`src/rtl/qnigma_pkg.sv`:
```
// qnigma_pkg -- shared types and constants for the qnigma IPv6 router table.
//
// Provides the address types, the Router Advertisement metadata structures
// presented alongside a received RA, and the link defaults.
package qnigma_pkg;

  localparam int          PREFIX_LENGTH = 64;
  localparam logic [15:0] MTU_DEFAULT   = 16'd1500;

  typedef logic [47:0]  mac_t;
  typedef logic [127:0] ip_t;
  typedef logic [63:0]  pfx_t;   // on-link prefix, upper 64 bits of an address

  // IP header addresses of the received packet; rem is the RA source.
  typedef struct packed {
    ip_t rem;
    ip_t loc;
  } meta_ip_t;

  typedef struct packed {
    logic [15:0] lifetime;       // router lifetime in seconds
  } rtr_inf_t;

  typedef struct packed {
    logic [7:0]  lng;            // prefix length in bits
    pfx_t        pfx;
    logic [31:0] pfx_life;       // valid lifetime, all-ones = infinite
  } pfx_inf_t;

  typedef struct packed {
    logic [31:0] lifetime;       // all-ones = infinite
    ip_t         ip;
  } rdnss_t;

  typedef struct packed {
    rtr_inf_t    rtr;
    pfx_inf_t    opt_pfx_inf;
    rdnss_t      opt_rdnss;
    logic [31:0] opt_mtu;
  } meta_icmp_t;

  // Which parts of meta_icmp carry valid data for the current strobe.
  typedef struct packed {
    logic ra;
    logic opt_pfx_inf;
    logic opt_rdnss;
    logic opt_mtu;
  } meta_icmp_pres_t;

endpackage

```
`src/rtl/qnigma_rtr_tbl_if.sv`:
```
// qnigma_rtr_tbl_if -- Router Advertisement metadata bus.
//
// Signals:
//   rcv             one-cycle strobe, metadata below is valid
//   meta_mac        RA source MAC
//   meta_ip         RA source/destination IP
//   meta_icmp       RA body fields and options
//   meta_icmp_pres  per-field presence flags
// Modports: master drives the bus (parser side), slave consumes it (table).
interface qnigma_rtr_tbl_if;
  import qnigma_pkg::*;

  logic            rcv;
  mac_t            meta_mac;
  meta_ip_t        meta_ip;
  meta_icmp_t      meta_icmp;
  meta_icmp_pres_t meta_icmp_pres;

  modport master (output rcv, meta_mac, meta_ip, meta_icmp, meta_icmp_pres);
  modport slave  (input  rcv, meta_mac, meta_ip, meta_icmp, meta_icmp_pres);
endinterface

```
`src/rtl/qnigma_rtr_tbl.sv`:
```
// qnigma_rtr_tbl -- IPv6 default-router, prefix, RDNSS and MTU table.
//
// Learns state from received Router Advertisements and ages it on a
// 1-second tick.
//
// Ports:
//   clk, rst     clock, asynchronous active-high reset
//   tick_s       one-cycle 1-second tick
//   ra           RA metadata bus (slave)
//   rtr_ip/mac   selected default router (lowest-index valid entry)
//   rtr_det      at least one router known
//   rtr_cnt      number of valid router entries
//   pfx/pfx_vld  prefix table contents
//   dns_ip/avl   RDNSS server address and validity
//   mtu          link MTU
//   ovf          pulse: an RA entry was dropped because its table was full
module qnigma_rtr_tbl
  import qnigma_pkg::*;
#(
  parameter int RTR_N   = 4,
  parameter int PFX_N   = 2,
  parameter int PFX_LEN = PREFIX_LENGTH
) (
  input  logic                       clk,
  input  logic                       rst,
  input  logic                       tick_s,
  qnigma_rtr_tbl_if.slave            ra,
  output ip_t                        rtr_ip,
  output mac_t                       rtr_mac,
  output logic                       rtr_det,
  output logic [$clog2(RTR_N+1)-1:0] rtr_cnt,
  output pfx_t                       pfx [PFX_N],
  output logic [PFX_N-1:0]           pfx_vld,
  output ip_t                        dns_ip,
  output logic                       dns_avl,
  output logic [15:0]                mtu,
  output logic                       ovf
);

  localparam int          RIW      = (RTR_N > 1) ? $clog2(RTR_N) : 1;
  localparam int          PIW      = (PFX_N > 1) ? $clog2(PFX_N) : 1;
  localparam int          CW       = $clog2(RTR_N + 1);
  localparam logic [31:0] LIFE_INF = '1;

  // Router table storage
  logic        r_vld  [RTR_N];
  ip_t         r_ip   [RTR_N];
  mac_t        r_mac  [RTR_N];
  logic [15:0] r_life [RTR_N];

  // Prefix lifetimes (prefix values and valid flags live in the outputs)
  logic [31:0] p_life [PFX_N];

  logic [31:0] dns_life;
  logic        rtr_det_d;

  // Fields not consumed by this block
  logic unused_ok;
  assign unused_ok = ^{ra.meta_ip.loc, ra.meta_icmp.opt_pfx_inf.lng[7]};

  // ---------------------------------------------------------------------
  // Router table update decision: match, else lowest free, else replace
  // the shortest-lived entry if the new lifetime is strictly longer.
  // ---------------------------------------------------------------------
  logic           r_hit, r_free, r_wr, r_clr, r_drop;
  logic [RIW-1:0] r_hit_idx, r_free_idx, r_min_idx, r_idx;
  logic [15:0]    r_min_life, r_lt;

  // NOTE: every combinational output gets a default before any branch so
  // no path leaves it unassigned, which would otherwise infer a latch.
  always_comb begin
    r_lt       = ra.meta_icmp.rtr.lifetime;
    r_hit      = 1'b0;
    r_hit_idx  = '0;
    r_free     = 1'b0;
    r_free_idx = '0;
    r_min_idx  = '0;
    r_min_life = r_life[0];
    for (int i = 0; i < RTR_N; i++) begin
      if (r_vld[i] && (r_ip[i] == ra.meta_ip.rem)) begin
        r_hit     = 1'b1;
        r_hit_idx = RIW'(i);
      end
      if (!r_vld[i] && !r_free) begin
        r_free     = 1'b1;
        r_free_idx = RIW'(i);
      end
      // strict compare keeps ties on the lowest index
      if (r_life[i] < r_min_life) begin
        r_min_life = r_life[i];
        r_min_idx  = RIW'(i);
      end
    end

    r_wr   = 1'b0;
    r_clr  = 1'b0;
    r_drop = 1'b0;
    r_idx  = '0;
    if (ra.rcv && ra.meta_icmp_pres.ra) begin
      if (r_hit) begin
        r_idx = r_hit_idx;
        r_clr = (r_lt == '0);
        r_wr  = (r_lt != '0);
      end else if (r_lt != '0) begin
        if (r_free) begin
          r_wr  = 1'b1;
          r_idx = r_free_idx;
        end else if (r_lt > r_min_life) begin
          r_wr  = 1'b1;
          r_idx = r_min_idx;
        end else begin
          r_drop = 1'b1;
        end
      end
    end
  end

  // ---------------------------------------------------------------------
  // Prefix table update decision, same policy keyed on the prefix value.
  // ---------------------------------------------------------------------
  logic           p_req, p_hit, p_free, p_wr, p_clr, p_drop;
  logic [PIW-1:0] p_hit_idx, p_free_idx, p_min_idx, p_idx;
  logic [31:0]    p_min_life, p_lt;

  always_comb begin
    p_lt  = ra.meta_icmp.opt_pfx_inf.pfx_life;
    p_req = ra.rcv && ra.meta_icmp_pres.opt_pfx_inf &&
            (ra.meta_icmp.opt_pfx_inf.lng[6:0] == 7'(PFX_LEN));
    p_hit      = 1'b0;
    p_hit_idx  = '0;
    p_free     = 1'b0;
    p_free_idx = '0;
    p_min_idx  = '0;
    p_min_life = p_life[0];
    for (int i = 0; i < PFX_N; i++) begin
      if (pfx_vld[i] && (pfx[i] == ra.meta_icmp.opt_pfx_inf.pfx)) begin
        p_hit     = 1'b1;
        p_hit_idx = PIW'(i);
      end
      if (!pfx_vld[i] && !p_free) begin
        p_free     = 1'b1;
        p_free_idx = PIW'(i);
      end
      if (p_life[i] < p_min_life) begin
        p_min_life = p_life[i];
        p_min_idx  = PIW'(i);
      end
    end

    p_wr   = 1'b0;
    p_clr  = 1'b0;
    p_drop = 1'b0;
    p_idx  = '0;
    if (p_req) begin
      if (p_hit) begin
        p_idx = p_hit_idx;
        p_clr = (p_lt == '0);
        p_wr  = (p_lt != '0);
      end else if (p_lt != '0) begin
        if (p_free) begin
          p_wr  = 1'b1;
          p_idx = p_free_idx;
        end else if (p_lt > p_min_life) begin
          p_wr  = 1'b1;
          p_idx = p_min_idx;
        end else begin
          p_drop = 1'b1;
        end
      end
    end
  end

  // ---------------------------------------------------------------------
  // Router table state. The entry written by an RA takes the advertised
  // lifetime as-is even when a tick lands in the same cycle.
  // ---------------------------------------------------------------------
  // NOTE: state is assigned with <= so every flop samples the values from
  // before the edge, independent of statement order.
  // NOTE: the tables are small register arrays and are reset explicitly,
  // since stale valid bits after reset would advertise phantom routers.
  always_ff @(posedge clk or posedge rst) begin
    if (rst) begin
      for (int i = 0; i < RTR_N; i++) begin
        r_vld[i]  <= 1'b0;
        r_ip[i]   <= '0;
        r_mac[i]  <= '0;
        r_life[i] <= '0;
      end
    end else begin
      for (int i = 0; i < RTR_N; i++) begin
        if (r_wr && (r_idx == RIW'(i))) begin
          r_vld[i]  <= 1'b1;
          r_ip[i]   <= ra.meta_ip.rem;
          r_mac[i]  <= ra.meta_mac;
          r_life[i] <= r_lt;
        end else if (r_clr && (r_idx == RIW'(i))) begin
          r_vld[i]  <= 1'b0;
          r_life[i] <= '0;
        end else if (tick_s && r_vld[i]) begin
          if (r_life[i] <= 16'd1) begin
            r_vld[i]  <= 1'b0;
            r_life[i] <= '0;
          end else begin
            r_life[i] <= r_life[i] - 16'd1;
          end
        end
      end
    end
  end

  // Prefix table state; all-ones lifetime never ages.
  always_ff @(posedge clk or posedge rst) begin
    if (rst) begin
      pfx_vld <= '0;
      for (int i = 0; i < PFX_N; i++) begin
        pfx[i]    <= '0;
        p_life[i] <= '0;
      end
    end else begin
      for (int i = 0; i < PFX_N; i++) begin
        if (p_wr && (p_idx == PIW'(i))) begin
          pfx_vld[i] <= 1'b1;
          pfx[i]     <= ra.meta_icmp.opt_pfx_inf.pfx;
          p_life[i]  <= p_lt;
        end else if (p_clr && (p_idx == PIW'(i))) begin
          pfx_vld[i] <= 1'b0;
          p_life[i]  <= '0;
        end else if (tick_s && pfx_vld[i] && (p_life[i] != LIFE_INF)) begin
          if (p_life[i] <= 32'd1) begin
            pfx_vld[i] <= 1'b0;
            p_life[i]  <= '0;
          end else begin
            p_life[i] <= p_life[i] - 32'd1;
          end
        end
      end
    end
  end

  // ---------------------------------------------------------------------
  // Selected router and count, registered from the current table.
  // ---------------------------------------------------------------------
  logic           r_any;
  logic [RIW-1:0] r_sel;
  logic [CW-1:0]  r_num;

  always_comb begin
    r_any = 1'b0;
    r_sel = '0;
    r_num = '0;
    for (int i = RTR_N - 1; i >= 0; i--) begin
      if (r_vld[i]) begin
        r_any = 1'b1;
        r_sel = RIW'(i);
      end
      r_num = r_num + CW'(r_vld[i]);
    end
  end

  // With no router left, the last address is kept; rtr_det says it is stale.
  always_ff @(posedge clk or posedge rst) begin
    if (rst) begin
      rtr_det   <= 1'b0;
      rtr_det_d <= 1'b0;
      rtr_cnt   <= '0;
      rtr_ip    <= '0;
      rtr_mac   <= '0;
    end else begin
      rtr_det   <= r_any;
      rtr_det_d <= rtr_det;
      rtr_cnt   <= r_num;
      if (r_any) begin
        rtr_ip  <= r_ip[r_sel];
        rtr_mac <= r_mac[r_sel];
      end
    end
  end

  // ---------------------------------------------------------------------
  // RDNSS, MTU and overflow.
  // ---------------------------------------------------------------------
  logic mtu_ok;
  assign mtu_ok = ra.rcv && ra.meta_icmp_pres.opt_mtu &&
                  (ra.meta_icmp.opt_mtu[31:16] == '0) &&
                  (ra.meta_icmp.opt_mtu[15:0] >= 16'd1280) &&
                  (ra.meta_icmp.opt_mtu[15:0] <= MTU_DEFAULT);

  always_ff @(posedge clk or posedge rst) begin
    if (rst) begin
      dns_avl  <= 1'b0;
      dns_ip   <= '0;
      dns_life <= '0;
      mtu      <= MTU_DEFAULT;
      ovf      <= 1'b0;
    end else begin
      ovf <= r_drop | p_drop;

      if (ra.rcv && ra.meta_icmp_pres.opt_rdnss) begin
        if (ra.meta_icmp.opt_rdnss.lifetime != '0) begin
          dns_avl  <= 1'b1;
          dns_ip   <= ra.meta_icmp.opt_rdnss.ip;
          dns_life <= ra.meta_icmp.opt_rdnss.lifetime;
        end else begin
          dns_avl  <= 1'b0;
          dns_life <= '0;
        end
      end else if (tick_s && dns_avl && (dns_life != LIFE_INF)) begin
        if (dns_life <= 32'd1) begin
          dns_avl  <= 1'b0;
          dns_life <= '0;
        end else begin
          dns_life <= dns_life - 32'd1;
        end
      end

      // Losing the last router falls back to the default link MTU the
      // cycle after rtr_cnt reaches zero.
      if (rtr_det_d && !rtr_det) begin
        mtu <= MTU_DEFAULT;
      end else if (mtu_ok) begin
        mtu <= ra.meta_icmp.opt_mtu[15:0];
      end
    end
  end

endmodule

```
`src/flat_wrapper.sv`:
```
// flat-port wrapper written by rule: the top's interface ports become plain ports
module qnigma_rtr_tbl_flat import qnigma_pkg::*;
#(
  parameter int RTR_N   = 4,
  parameter int PFX_N   = 2,
  parameter int PFX_LEN = PREFIX_LENGTH
)
  (clk, rst, tick_s, rtr_ip, rtr_mac, rtr_det, rtr_cnt, pfx, pfx_vld, dns_ip, dns_avl, mtu, ovf, ra_rcv, ra_meta_mac, ra_meta_ip, ra_meta_icmp, ra_meta_icmp_pres);
  qnigma_rtr_tbl_if ra_i ();
  input  logic clk;
  input  logic rst;
  input  logic tick_s;
  output ip_t rtr_ip;
  output mac_t rtr_mac;
  output logic rtr_det;
  output logic [$clog2(RTR_N+1)-1:0] rtr_cnt;
  output pfx_t pfx[PFX_N];
  output logic [PFX_N-1:0] pfx_vld;
  output ip_t dns_ip;
  output logic dns_avl;
  output logic [15:0] mtu;
  output logic ovf;
  input wire logic [$bits(ra_i.rcv)-1:0] ra_rcv;
  input wire logic [$bits(ra_i.meta_mac)-1:0] ra_meta_mac;
  input wire logic [$bits(ra_i.meta_ip)-1:0] ra_meta_ip;
  input wire logic [$bits(ra_i.meta_icmp)-1:0] ra_meta_icmp;
  input wire logic [$bits(ra_i.meta_icmp_pres)-1:0] ra_meta_icmp_pres;
  assign ra_i.rcv = ra_rcv;
  assign ra_i.meta_mac = ra_meta_mac;
  assign ra_i.meta_ip = ra_meta_ip;
  assign ra_i.meta_icmp = ra_meta_icmp;
  assign ra_i.meta_icmp_pres = ra_meta_icmp_pres;
  qnigma_rtr_tbl #(.RTR_N(RTR_N), .PFX_N(PFX_N), .PFX_LEN(PFX_LEN)) u_core (.clk(clk), .rst(rst), .tick_s(tick_s), .ra(ra_i), .rtr_ip(rtr_ip), .rtr_mac(rtr_mac), .rtr_det(rtr_det), .rtr_cnt(rtr_cnt), .pfx(pfx), .pfx_vld(pfx_vld), .dns_ip(dns_ip), .dns_avl(dns_avl), .mtu(mtu), .ovf(ovf));
endmodule
```
`config.mk`:
```
export PLATFORM = sky130hd
export DESIGN_NAME = qnigma_rtr_tbl_flat
export DESIGN_NICKNAME = d
export VERILOG_FILES = /design/src/rtl/qnigma_pkg.sv /design/src/rtl/qnigma_rtr_tbl_if.sv /design/src/rtl/qnigma_rtr_tbl.sv /design/src/flat_wrapper.sv
export SDC_FILE = /design/constraint.sdc
export NUM_CORES = 2
export LEC_CHECK = 0
export ABC_CLOCK_PERIOD_IN_PS = 57400
export BUFFER_PORTS_ARGS = -buffer_cell sky130_fd_sc_hd__clkbuf_2
export CORE_AREA = 5 5 421 423
export CTS_CLUSTER_DIAMETER = 50
export DETAILED_ROUTE_END_ITERATION = 8
export DIE_AREA = 0 0 426 428
export SYNTH_ARGS = -nofsm -noshare
export SYNTH_HDL_FRONTEND = slang
export SYNTH_SLANG_ARGS = --single-unit
```
`constraint.sdc`:
```
create_clock -name clk -period 57.4 [get_ports clk]
set_clock_uncertainty 0.1 [all_clocks]
set_input_delay 11.48 -clock clk [delete_from_list [all_inputs] [get_ports clk]]
set_output_delay 11.48 -clock clk [all_outputs]
set_load 0.05 [all_outputs]
```
==> metrics <==
Placed Instance Area 78300 sq um; largest net degree at the start of global routing 157; footprint of the multi-input gates 35900 sq um; synth unique cells 81; number of global-route vias before repair 55.1k; Tcrit/Tclk final 32.2%; Worst VDD drop 0.0497 mV; Internal Power 2.77 mW; Worst Path Required 58000 ps; Remaining Overflow, GRT 0; vias per cell 5.81; Max Buffers Root-to-Sink 3; CTS Hold Bufs 0; initial antenna violation count 72; max cap viols 1; postcts setup bufs 0; Vias 55.9k; Synth Area per Inst 11.5 sq um; kind of critical path in2reg; sequential-to-total area share from yosys stat 46.1%; Hold Vio Cnt, Final 0; commonest non-fill, non-tap cells in the layout dfrtp_1 (1318), clkbuf_2 (950), nand2_1 (549); max_slew headroom -0.0666%; leading cell type in the layout, fill and taps excluded dfrtp_1; Synth top area share 45.9%; I/O Pins 1080; filler cell count 15.9k; Async S/R FF share, synth 100%; HP Class reg2reg; hpwl dp 230 mm; nets 7860; Worst Path Max Fanout 55; Clk pin slew, worst setup/hold paths 60 ps; first-pass GRT wire length 422 mm; ratio of cells with drive above 1 in the final layout 30.8%; Static Leak 38.9 nW; Die X 426 um; failing checks capacitance limit, slew limit; Area growth syn-to-layout 17.5%; P_sw 2.07 mW; Slew Viols, Final 1; DIE AREA 182000 sq um; CTS H-tree depth 4; switching part of the total 42.8%; DR iter-0 viols 5079; final setup fails 0; post-synth net total 7050; die height 428 um; row cnt 153; iteration count of the initial detailed-routing pass 7; RSZ-0062 raised after global routing false; predominant post-synthesis flop cell dfrtp_1; power per cell area 57.3 nW/um^2; Synth area leader dfrtp_1; Crit. End Element flop; clock share of power 23.6%; adder-cell share of the synthesized area 2.55%; post-synthesis mux area share 24.0%; Initial Util 41.6%; sequential cell area 33200 sq um; mapped cell area 71900 sq um; worst-margin pin slew 1490 ps; post_cts resized 0; Simple-Gate Fraction of Synth Area 11.2%; Root Driver clkbuf_16; Synth Register Bits 1325; clock sinks 1325; fmax 0.0541 GHz; DRT Wirelength 301 mm; kind of start point of the critical path primary input; ranking of synthesized cells by area dfrtp_1 (46%), mux2_2 (7.0%), mux4_2 (5.5%), mux2_1 (5.3%), mux2_4 (5.1%); GP Congestion 1.06; minimum clock period after layout 18500 ps; CTS tree done; Cells after Synth 6280; WL/cell 31.3 um; Post-synth EDFFs 0; Worst R2R Setup Slack 43840 ps; worst-skew pair later-pin latency 850 ps; DRC errors left 0; Flop pwr share 34.1%; Design Area, Final 84500 sq um; yosys warns 0; Synth Area in Compound Gates 6.99%; clock buffer count from CTS 180; Synth Area in XOR/XNOR 4.87%; Comb power frac 42.3%; run status complete, but fails checks; Worst Path Arrival 19100 ps; core area 173000 sq um; antenna-violating nets left 0; Final TNS setup 0 ps; Total GRT Usage 32.2%; buffers added on ports 950; largest family of logic cells by synthesized area multiplexers
metrics by stage:
| step | instances | util, % | power, mW | hold WS, ps | setup WS [ps] |
|---|---|---|---|---|---|
| floorplan | 6280 | - | 2.96 | 352 | 8480 |
| global placement | 9233 | 45.3 | 3.63 | 282 | 38340 |
| detailed placement | 9233 | 45.3 | 3.67 | 285 | 38330 |
| CTS | 9564 | 48.8 | 4.83 | 302 | 39220 |
| global route | 9598 | 48.8 | 5.06 | 326 | 38950 |
| finish | 9610 | 48.8 | 4.84 | 310 | 38900 |
per-layer routing:
| layer | share of wire, % | wire length [um] | vias to the layer above | GRT usage (%) |
|---|---|---|---|---|
| li1 | - | - | 24300 | - |
| met1 | 40 | 119000 | 28700 | 40.8 |
| met2 | 46 | 138000 | 2322 | 49.9 |
| met3 | 7.9 | 23800 | 564 | 7.80 |
| met4 | 6.6 | 20000 | 14 | 19.2 |
| met5 | 0.029 | 88 | - | 0 |
sequential cells by signal, summed over array words and instances (netlist names):
register and cells:
u_core.r_vld 4, u_core.ovf 1, u_core.pfx 128, u_core.rtr_det 1
u_core.p_life 64, u_core.rtr_mac 48, u_core.dns_ip 128, u_core.r_mac 192
u_core.r_ip 512, u_core.dns_avl 1, u_core.rtr_ip 128, u_core.r_life 64
u_core.rtr_cnt 3, u_core.dns_life 32, u_core.rtr_det_d 1, u_core.pfx_vld 2
u_core.mtu 16
power groups by stage:
stage / clock network, mW / registers, mW / logic (mW)
4_1_cts: 1.16 / 1.64 / 2.04
3_5_place_dp: 0 / 1.65 / 2.03
6_report: 1.14 / 1.65 / 2.05
2_1_floorplan: 0 / 1.80 / 1.16
3_3_place_gp: 0 / 1.63 / 2.00
5_1_grt: 1.20 / 1.69 / 2.17
final timing paths:
path	start	end	cells after the start
max	ra_meta_ip[179]	u_core.r_ip[22]	14
min	u_core.rtr_det	u_core.rtr_det_d	0
max reg2reg	u_core.r_life[55]	u_core.r_ip[22]	39
min reg2reg	u_core.rtr_det	u_core.rtr_det_d	0
max in group asynchronous	rst	u_core.rtr_mac[20]	7
min in group asynchronous	rst	u_core.p_life[30]	2
cell usage after synthesis (all sizes together), types with 163 or more instances:
library cell and n:
mux4 176, mux2 1028, a21oi 211, o21ai 266
nor2 255, dfrtp 1318, nor4 163, clkbuf 270
xnor2 226, xor2 174, nand2b 164, inv 274
nand2 551
cells by family (layout without fill, tap and decap cells):
logic type / Yosys count / after routing
other cells: 0 / 46
simple gates: 1636 / 1636
fa+ha+maj: 146 / 146
buf+inv: 668 / 1627
mux: 1289 / 1289
flops: 1325 / 1325
compound gates: 816 / 816
xor+xnor: 400 / 400
worst max-delay path, cell delays in order:
cell and delay, ps:
clkbuf_2 230, xnor2_1 870, nand4_1 380, nor4_1 660
nand4_1 290, or4_1 690, or3_1 490, and3_1 220
o211a_2 150, a221oi_4 650, and2_4 790, buf_4 880
buf_4 820, mux2_2 410
final cells by class:
class                      count  share of cell area, %
sequential                  1325                   39.2
antenna                       46                  0.136
clock buffer                 235                   5.88
clock inverter                96                   1.30
tap                         2325                   3.44
inverter                     274                   1.23
multi-input combinational   4287                   42.5
timing repair buffer        1022                   6.32
Power figures use the tool's default switching activity.
